**config.mk**
```make
export PLATFORM = sky130hd
export DESIGN_NAME = debam_accuracy_monitor
export DESIGN_NICKNAME = d
export VERILOG_FILES = /design/src/rtl/debam_pkg.sv /design/src/rtl/seq_divider.sv /design/src/rtl/debam_accuracy_monitor.sv
export SDC_FILE = /design/constraint.sdc
export NUM_CORES = 1
export LEC_CHECK = 0
export CAP_MARGIN = 10
export CORE_UTILIZATION = 25
export DETAILED_ROUTE_END_ITERATION = 10
export HOLD_SLACK_MARGIN = 0.02
export PLACE_DENSITY = 0.53
export SLEW_MARGIN = 30
export SYNTH_ARGS = -nofsm -noshare
export SYNTH_HDL_FRONTEND = slang
export SYNTH_SLANG_ARGS = --single-unit
```
**constraint.sdc**
```tcl
create_clock -name clk -period 3 [get_ports clk]
set_clock_uncertainty 0.1 [all_clocks]
set_input_delay 0.6 -clock clk [delete_from_list [all_inputs] [get_ports clk]]
set_output_delay 0.6 -clock clk [all_outputs]
set_load 0.03 [all_outputs]
```
**src/rtl/debam_pkg.sv**
```systemverilog
`default_nettype none
// ============================================================================
//  Module      : debam_pkg
//  Description : Shared widths, state encoding and constants for the DeBAM
//                accuracy monitor and its sequential divider.
//  Revision    : 1.0 - initial release
// ============================================================================
package debam_pkg;

    localparam int PW       = 16;   // product width (two 8-bit operands)
    localparam int PCT_W    = 23;   // holds (2^PW-1)*100
    localparam int ACC_W    = 32;   // accumulator / final dividend width
    localparam int CNT_W    = 16;   // sample counter width (N_SAMPLES <= 65535)
    localparam int PCT_FULL = 100;  // percentage of an exact match

    typedef enum logic [2:0] {
        IDLE       = 3'd0,
        ACCEPT     = 3'd1,
        DIV_SAMPLE = 3'd2,
        ACCUM      = 3'd3,
        DIV_FINAL  = 3'd4,
        DONE       = 3'd5
    } state_t;

    // A sample needs no division when it matches exactly or the exact product is zero
    function automatic logic is_special(input logic [PW-1:0] exact_v,
                                        input logic [PW-1:0] approx_v);
        return (approx_v == exact_v) || (exact_v == '0);
    endfunction

endpackage
`default_nettype wire

```
**src/rtl/seq_divider.sv**
```systemverilog
`default_nettype none
// ============================================================================
//  Module      : seq_divider
//  Description : Restoring unsigned divider, one quotient bit per cycle.
//                Result (done pulse) arrives NUM_W+1 cycles after start.
//                clr aborts an operation in progress and wins over start.
//  Revision    : 1.0 - initial release
// ============================================================================
module seq_divider #(
    parameter int NUM_W = 32,
    parameter int DEN_W = 16
) (
    input  logic             clk,
    input  logic             rst_n,
    input  logic             clr,
    input  logic             start,
    input  logic [NUM_W-1:0] num,
    input  logic [DEN_W-1:0] den,
    output logic             busy,
    output logic             done,
    output logic [NUM_W-1:0] quot
);

    localparam int                 c_cnt_w = $clog2(NUM_W + 1);
    localparam logic [c_cnt_w-1:0] c_iters = c_cnt_w'(NUM_W);
    localparam logic [c_cnt_w-1:0] c_one   = c_cnt_w'(1);

    logic [DEN_W-1:0]   r_rem;
    logic [NUM_W-1:0]   r_quot;
    logic [DEN_W-1:0]   r_den;
    logic [c_cnt_w-1:0] r_cnt;
    logic               r_busy;
    logic               r_done;

    logic [DEN_W:0]     w_shift;
    logic               w_ge;
    logic [DEN_W-1:0]   w_sub;

    // Shift the next dividend bit into the partial remainder and trial-subtract;
    // the subtraction only needs DEN_W bits because it is used only when it fits
    assign w_shift = {r_rem, r_quot[NUM_W-1]};
    assign w_ge    = (w_shift >= {1'b0, r_den});
    assign w_sub   = w_shift[DEN_W-1:0] - r_den;

    // Iteration register: load on start, one restoring step per cycle
    always_ff @(posedge clk or negedge rst_n) begin
        if (!rst_n) begin
            r_rem  <= '0;
            r_quot <= '0;
            r_den  <= '0;
            r_cnt  <= '0;
            r_busy <= 1'b0;
            r_done <= 1'b0;
        end else begin
            r_done <= 1'b0;
            if (clr) begin
                r_rem  <= '0;
                r_quot <= '0;
                r_den  <= '0;
                r_cnt  <= '0;
                r_busy <= 1'b0;
            end else if (start) begin
                r_rem  <= '0;
                r_quot <= num;
                r_den  <= den;
                r_cnt  <= c_iters;
                r_busy <= 1'b1;
            end else if (r_busy) begin
                r_rem  <= w_ge ? w_sub : w_shift[DEN_W-1:0];
                r_quot <= {r_quot[NUM_W-2:0], w_ge};
                r_cnt  <= r_cnt - c_one;
                if (r_cnt == c_one) begin
                    r_busy <= 1'b0;
                    r_done <= 1'b1;
                end
            end
        end
    end

    assign busy = r_busy;
    assign done = r_done;
    assign quot = r_quot;

endmodule
`default_nettype wire

```
**src/rtl/debam_accuracy_monitor.sv**
```systemverilog
`default_nettype none
// ============================================================================
//  Module      : debam_accuracy_monitor
//  Description : Accuracy evaluator for the DeBAM approximate multiplier.
//                Accepts (exact, approx) product pairs, computes approx*100/exact
//                per sample, accumulates, and reports floor(sum/N_SAMPLES).
//                Optional macro DEBAM_MISMATCH_CNT_EN adds a 16-bit count of
//                samples whose approximate product differs from the exact one.
//  Revision    : 1.0 - initial release
// ============================================================================
module debam_accuracy_monitor
    import debam_pkg::*;
#(
    parameter int N_SAMPLES = 100
) (
    input  logic             clk,
    input  logic             rst_n,
    input  logic             start,
    input  logic             in_valid,
    output logic             in_ready,
    input  logic [PW-1:0]    exact,
    input  logic [PW-1:0]    approx,
    output logic             busy,
    output logic             done,
`ifdef DEBAM_MISMATCH_CNT_EN
    output logic [15:0]      mismatch_cnt,
`endif
    output logic [PCT_W-1:0] eff_pct
);

    localparam logic [CNT_W-1:0] c_n_samples    = CNT_W'(N_SAMPLES);
    localparam logic [PW-1:0]    c_n_den        = PW'(N_SAMPLES);
    localparam logic [CNT_W-1:0] c_cnt_one      = CNT_W'(1);
    localparam logic [ACC_W-1:0] c_pct_full_acc = ACC_W'(PCT_FULL);
    localparam logic [PCT_W-1:0] c_pct_full     = PCT_W'(PCT_FULL);

    state_t             r_state;
    state_t             w_state_nxt;
    logic               r_in_ready;
    logic               r_done;
    logic [PCT_W-1:0]   r_pct;
    logic [PCT_W-1:0]   r_eff_pct;
    logic [ACC_W-1:0]   r_acc;
    logic [CNT_W-1:0]   r_count;

    logic               w_hs;
    logic               w_special;
    logic [ACC_W-1:0]   w_scaled;
    logic [ACC_W-1:0]   w_acc_nxt;
    logic [CNT_W-1:0]   w_cnt_nxt;
    logic               w_last;
    logic               w_div_start;
    logic [ACC_W-1:0]   w_div_num;
    logic [PW-1:0]      w_div_den;
    logic               w_div_busy;
    logic               w_div_done;
    logic [ACC_W-1:0]   w_div_quot;
    logic               w_unused_div;

    assign w_hs      = in_valid & r_in_ready;
    assign w_special = is_special(exact, approx);
    assign w_scaled  = ACC_W'(approx) * c_pct_full_acc;
    assign w_acc_nxt = r_acc + ACC_W'(r_pct);
    assign w_cnt_nxt = r_count + c_cnt_one;
    assign w_last    = (w_cnt_nxt == c_n_samples);

    // The divider's busy flag and high quotient bits are not needed here
    assign w_unused_div = &{1'b0, w_div_busy, w_div_quot[ACC_W-1:PCT_W]};

    // One divider shared by per-sample and final divisions; start aborts it
    seq_divider #(
        .NUM_W (ACC_W),
        .DEN_W (PW)
    ) u_div (
        .clk   (clk),
        .rst_n (rst_n),
        .clr   (start),
        .start (w_div_start),
        .num   (w_div_num),
        .den   (w_div_den),
        .busy  (w_div_busy),
        .done  (w_div_done),
        .quot  (w_div_quot)
    );

    // State register
    always_ff @(posedge clk or negedge rst_n) begin
        if (!rst_n) begin
            r_state <= IDLE;
        end else begin
            r_state <= w_state_nxt;
        end
    end

    // Next-state logic and divider launch; start overrides everything
    always_comb begin
        w_state_nxt = r_state;
        w_div_start = 1'b0;
        w_div_num   = '0;
        w_div_den   = '0;
        if (start) begin
            w_state_nxt = ACCEPT;
        end else begin
            case (r_state)
                ACCEPT: begin
                    if (w_hs) begin
                        if (w_special) begin
                            w_state_nxt = ACCUM;
                        end else begin
                            w_div_start = 1'b1;
                            w_div_num   = w_scaled;
                            w_div_den   = exact;
                            w_state_nxt = DIV_SAMPLE;
                        end
                    end
                end
                DIV_SAMPLE: begin
                    if (w_div_done) begin
                        w_state_nxt = ACCUM;
                    end
                end
                ACCUM: begin
                    if (w_last) begin
                        w_div_start = 1'b1;
                        w_div_num   = w_acc_nxt;
                        w_div_den   = c_n_den;
                        w_state_nxt = DIV_FINAL;
                    end else begin
                        w_state_nxt = ACCEPT;
                    end
                end
                DIV_FINAL: begin
                    if (w_div_done) begin
                        w_state_nxt = DONE;
                    end
                end
                default: begin
                    w_state_nxt = r_state;
                end
            endcase
        end
    end

    // Datapath: per-sample percentage, accumulator, counter and final result
    always_ff @(posedge clk or negedge rst_n) begin
        if (!rst_n) begin
            r_in_ready <= 1'b0;
            r_done     <= 1'b0;
            r_pct      <= '0;
            r_eff_pct  <= '0;
            r_acc      <= '0;
            r_count    <= '0;
        end else begin
            r_in_ready <= (w_state_nxt == ACCEPT);
            if (start) begin
                r_done    <= 1'b0;
                r_pct     <= '0;
                r_eff_pct <= '0;
                r_acc     <= '0;
                r_count   <= '0;
            end else begin
                case (r_state)
                    ACCEPT: begin
                        if (w_hs && w_special) begin
                            r_pct <= (approx == exact) ? c_pct_full : '0;
                        end
                    end
                    DIV_SAMPLE: begin
                        if (w_div_done) begin
                            r_pct <= w_div_quot[PCT_W-1:0];
                        end
                    end
                    ACCUM: begin
                        r_acc   <= w_acc_nxt;
                        r_count <= w_cnt_nxt;
                    end
                    DIV_FINAL: begin
                        if (w_div_done) begin
                            r_eff_pct <= w_div_quot[PCT_W-1:0];
                            r_done    <= 1'b1;
                        end
                    end
                    default: begin
                    end
                endcase
            end
        end
    end

`ifdef DEBAM_MISMATCH_CNT_EN
    logic        r_mismatch;
    logic [15:0] r_mismatch_cnt;

    // Remember whether the accepted sample differed, and count it when accumulated
    always_ff @(posedge clk or negedge rst_n) begin
        if (!rst_n) begin
            r_mismatch     <= 1'b0;
            r_mismatch_cnt <= '0;
        end else if (start) begin
            r_mismatch     <= 1'b0;
            r_mismatch_cnt <= '0;
        end else if ((r_state == ACCEPT) && w_hs) begin
            r_mismatch     <= (approx != exact);
        end else if ((r_state == ACCUM) && r_mismatch) begin
            r_mismatch_cnt <= r_mismatch_cnt + 16'd1;
        end
    end

    assign mismatch_cnt = r_mismatch_cnt;
`endif

    assign in_ready = r_in_ready;
    assign busy     = (r_state != IDLE) && (r_state != DONE);
    assign done     = r_done;
    assign eff_pct  = r_eff_pct;

endmodule
`default_nettype wire

```
### Word-level counts from Yosys, hierarchy flattened

Cells that the tools add are included.

| operators by class | value |
|---|---|
| $add $sub $neg | 4 |
| muxes and demuxes | 54 |
| bitwise operators | 1 |
| $lt $le $gt $ge | 1 |
| multipliers | 1 |
| reduce and logical (&&, ||, !) cells | 13 |
| equality and inequality tests | 11 |

Operators with widths:

| kind | count |
|---|---|
| $mux W32 | 6 |
| $mux W23 | 7 |
| $mux W16 | 10 |
| $pmux W32 S2 | 1 |
| $pmux W23 S2 | 1 |
| $add A32 B23 Y32 | 1 |
| $pmux W16 S2 | 1 |
| $mul A16 B5 Y21 const B | 1 |
| $mux W6 | 3 |
| $ge A17 B16 Y1 | 1 |
| $add A16 B1 Y16 const B | 1 |
| $eq A16 B16 Y1 | 1 |
| $eq A16 B7 Y1 const B | 1 |
| $logic_not A16 Y1 | 1 |
| $mux W1 | 16 |
| $sub A16 B16 Y16 | 1 |
| $mux W3 | 5 |
| $mux W7 | 2 |
| $pmux W3 S4 | 1 |
| $reduce_bool A3 Y1 | 3 |
| $reduce_bool A2 Y1 | 4 |
| $eq A3 B1 Y1 const B | 2 |
| $eq A3 B2 Y1 const B | 2 |
| $eq A6 B1 Y1 const B | 1 |
| 10 further kinds | 12 |

| storage, ports and cells | value |
|---|---|
| output and inout bits | 26 |
| input port bits | 36 |
| register bits after elaboration | 171 |
| logic and storage cells | 98 |

### Longest topological paths before layout

| depth | value |
|---|---|
| depth in word-level cells | 8 |
| mapped depth | 14 |

### Cells and area by module

A second synthesis with hierarchy kept.

| second synthesis, totals | value |
|---|---|
| cells, all modules | 1407 |
| area total of the unflattened synthesis | 11990.2 um2 |

By module, submodules not included:

| module | instances | sequential area each (um2) | area an instance (um2) | cells an instance |
|---|---|---|---|---|
| debam_accuracy_monitor | 1 | 2477.4 | 7756.2 | 942 |
| seq_divider | 1 | 1801.7 | 4234.1 | 465 |

### Worst setup path before layout

OpenSTA, ideal clock, no wires.

| path | value |
|---|---|
| path kind | input-to-reg |
| from | input port approx[8] |
| to | register u_div.r_quot[21] (netlist: u_div.quot[21]) |
| data required time | 2.773 ns |
| buffers on the path | 0 |
| setup slack | -1.067 ns |
| library setup time | 0.127 ns |
| stages | 14 |
| arrival | 3.840 ns |
| path through | ha_1 > ha_1 > inv_1 > fa_1 > inv_1 > ha_1 > a41o_1 > a221o_1 > a311o_1 > a2111oi_0 > nor3_1 > xor2_1 > a221oi_1 > nor2_1 |

| between the ends | value |
|---|---|
| longest elaborated chain between the ends | 8 |
| elaborated cells on any way between the ends | 13 |
| classes of those cells | 1 x mul; 1 x eq/ne; 9 x mux; 2 x reduce/logical |

Ends and longest elaborated chain:

| element | line | RTL |
|---|---|---|
| start: declaration | debam_accuracy_monitor.sv:22 | `input logic [PW-1:0] approx,` |
| branches (longest 8 deep; another with $mul A16 B5 Y21) | n/a |  |
| end signal: assignment | seq_divider.sv:64 | `r_quot <= num;` |
| end signal: assignment | seq_divider.sv:70 | `r_quot <= {r_quot[NUM_W-2:0], w_ge};` |
| end: declaration | seq_divider.sv:29 | `logic [NUM_W-1:0] r_quot;` |

Parallel ways; which one is timed is not known.
A chain may end at the register's enable or synchronous reset.

### Final worst setup path

| path | value |
|---|---|
| from | input port approx[11] |
| to | register u_div.r_quot[21] (netlist: u_div.quot[21]) |

The elaborated chain is that of the path after synthesis.

==> results by group <==
Run
  • Max Cap Viol: 0

Power
  • Leak: 6.59 nW
  • Worst IR Drop VDD: 341 uV
  • PD cells: 528 mW/mm^2
  • Final Power: 0.00793 W

Critical path
  • R2R Setup Slk: 0.08 ns
  • Crit path kind: in -> reg
  • CP endpoint kind: flop
  • Worst EP required: 3.20 ns
  • Worst EP arrival: 3.82 ns
  • Worst setup SP type: input pin
  • Worst Path Max Fanout: 3

Routing
  • Via count: 9872
  • Remaining DRCs: 0
  • Wirelength, routed: 33000 um
  • Via density: 4.76
  • Iter 0 DRT Violations: 728
  • Avg WL per Cell: 15.9 um
  • Post-route ant nets: 0
  • First-pass DRT Iterations: 5

Final layout
  • Register Area: 0.00428 sq mm
  • Ant. Diodes: 0
  • Multi-input gate area: 0.00726 sq mm
  • Layout area overhead: 30.9%
  • Fill cells: 4699
  • Share of cells above drive strength 1: 20.9%
  • Layout Utilization: 33.2%
  • Layout Nets: 1607

Floorplanning
  • DIE HEIGHT: 216 um
  • Starting density of the core: 25.3%
  • Row count: 78
  • Die width: 216 um
  • # IOs: 62
  • Total core area: 0.0453 sq mm
  • Die ar.: 0.0467 sq mm

Global routing
  • Remaining Overflow, GRT: 0
  • Global-route wire length before repair: 54300 um
  • Total track usage: 14.5%
  • Largest net degree at the start of global routing: 62
  • Vias in the first global route: 9823
  • Initial antenna violation count: 0

Clock network
  • Reg clk slew, reported paths: 0.08 ns
  • Buffers from clock root to sink, at most: 2
  • Root Buffer: clkbuf_16
  • CTS sink cnt: 171
  • Clk_lat worst skew: 0.44 ns
  • Max H-tree Level: 4
  • Total CTS buffers: 17
  • CTS tree: built

STA
  • Post-route setup TNS: -2.60 ns
  • Fin crit share: 121%
  • Worst rel slew slack: 42.9%
  • Post-route minimum period: 3.62 ns
  • Count of final max-slew check failures: 0
  • Post-route setup slack: -0.619 ns
  • RSZ-0062 raised after global routing: true
  • Hold Worst Slack: 0.0220 ns
  • Hold Vio Cnt, Final: 0
  • Worst-Margin Slew: 0.855 ns
  • Fmax: 276 MHz
  • Finish-stage setup viols: 9

Yosys
  • Top-count cell post-synth: dfrtp_1
  • Post-synth top area cell: dfrtp_1
  • Post-synthesis sequential area ratio: 37.3%
  • Yosys reg bits: 171
  • Area share of the largest cell type after synthesis: 37.3%
  • Syn_area_per_cell: 8.87 sq um
  • Mapped Cells: 1293
  • Main flop type after synthesis: dfrtp_1
  • EDFF count, synth: 0
  • Post-Syn Area: 0.0115 sq mm
  • Synth Net Count: 1438
  • Synth cell types: 75
  • Synth warn: 0
  • Largest cells by area after synthesis: dfrtp_1 (37%), ha_1 (10%), a21oi_1 (5.0%), nand2_1 (4.4%), nor2_1 (3.9%)
  • Commonest cells post-synth: dfrtp_1 (171), nand2_1 (135), nor2_1 (120)
  • Ys async rst share: 100%

Placed design
  • HPWL Detailed: 24800 um
  • DP Worst Slack: -1.62 ns
  • Buffers on Ports: 61
  • Placer Congestion: 0.838

Run status
  • Violated checks: setup timing
  • Outcome: finished with violations

Hold path
  • Hold Crit Class: in -> async
-- timing repair --
item,4_1_cts,5_1_grt
resized for setup,116,26
pin swaps,61,25
setup endpoints to repair,63,41
buffers inserted,7,1
hold buffers,0,0
-- state kept, by name (all words and copies together) (netlist names), 3 cells and up --
register,cells
u_div.r_rem,16
u_div.r_cnt,6
u_div.quot,32
r_pct,23
r_acc,32
r_state,3
u_div.r_den,16
eff_pct,23
r_count,16
-- per-layer routing --
metal / up-vias / track usage [%] / part of all wire, %
met1: 4799 / 21.8 / 52
met2: 166 / 21.8 / 43
met4: 0 / 2.98 / 1.2
li1: 4889 / - / -
met5: - / 0 / 0
met3: 18 / 1.99 / 3.8
-- worst max-delay path, cell delays in order --
cell       delay (ns)
buf_8            0.10
ha_4             0.24
ha_4             0.26
inv_2            0.03
fa_1             0.51
inv_2            0.05
ha_4             0.23
a41o_1           0.25
a221o_1          0.36
a311o_1          0.34
a2111oi_4        0.33
nor3_2           0.09
xor2_1           0.16
a221oi_2         0.21
nor2_1           0.07
-- path summary, 6_finish.rpt --
| path | endpoint | cells past startpoint | from |
|---|---|---|---|
| worst max-delay path | u_div.quot[21]$_DFFE_PN0P_ | 15 | approx[11] |
| worst min-delay path | r_count[6]$_DFFE_PN0P_ | 1 | rst_n |
| worst max register to register | u_div.quot[20]$_DFFE_PN0P_ | 12 | r_pct[0]$_DFFE_PN0P_ |
| worst min register to register | r_pct[5]$_DFFE_PN0P_ | 1 | r_pct[5]$_DFFE_PN0P_ |
| max in group asynchronous | r_acc[24]$_DFFE_PN0P_ | 2 | rst_n |
| min in group clk | eff_pct[6]$_DFFE_PN0P_ | 2 | start |
-- power by group --
part	switching [W]	leakage, nW	internal, W
combinational	0.00159	3.96	0.00143
clock	0.00100	0.293	0.00125
sequential	0.000192	2.33	0.00246
-- area by class of cell --
| class | count | share of cell area [%] |
|---|---|---|
| clock buffer | 21 | 3.20 |
| inverter | 91 | 2.27 |
| multi-input combinational | 968 | 48.4 |
| sequential | 171 | 28.5 |
| timing repair buffer | 213 | 12.0 |
| tap | 600 | 5.00 |
| clock inverter | 11 | 0.717 |
-- stage by stage --
stage / instance area, sq um / std cells
floorplan: 11700 / 1293
global placement: 14000 / 2035
detailed placement: 14000 / 2035
CTS: 14800 / 2074
global route: 15000 / 2075
finish: 15000 / 2075
-- cell families after synthesis --
| kind of cell | count (synthesis) | share of synthesized area (%) |
|---|---|---|
| xor gates and xnor gates | 96 | 7.33 |
| adders and majority gates | 109 | 12.7 |
| and+or+nand+nor | 383 | 15.4 |
| buffers and inverters | 154 | 5.25 |
| muxes | 19 | 1.67 |
| AOI/OAI and AO/OA | 361 | 20.3 |
| DFF | 171 | 37.3 |
-- cells in the final DEF (no fill, tap or decap), drive strengths merged, types with 9 or more instances in the layout --
| cell type | count |
|---|---|
| nor2b | 10 |
| xnor2 | 48 |
| dfrtp | 171 |
| nand2 | 135 |
| xor2 | 48 |
| and2 | 9 |
| a21oi | 114 |
| clkdlybuf4s50 | 46 |
| clkbuf | 21 |
| nor3 | 21 |
| mux2i | 18 |
| a31oi | 14 |
| fa | 13 |
| ha | 96 |
| a22o | 23 |
| nand4 | 13 |
| and3 | 9 |
| inv | 96 |
| a211oi | 22 |
| nand3 | 23 |
| a21o | 18 |
| nor2 | 121 |
| o211ai | 14 |
| a22oi | 13 |
| o21ai | 77 |
| nor4 | 15 |
| buf | 166 |
(Power assumes the default switching activity.)
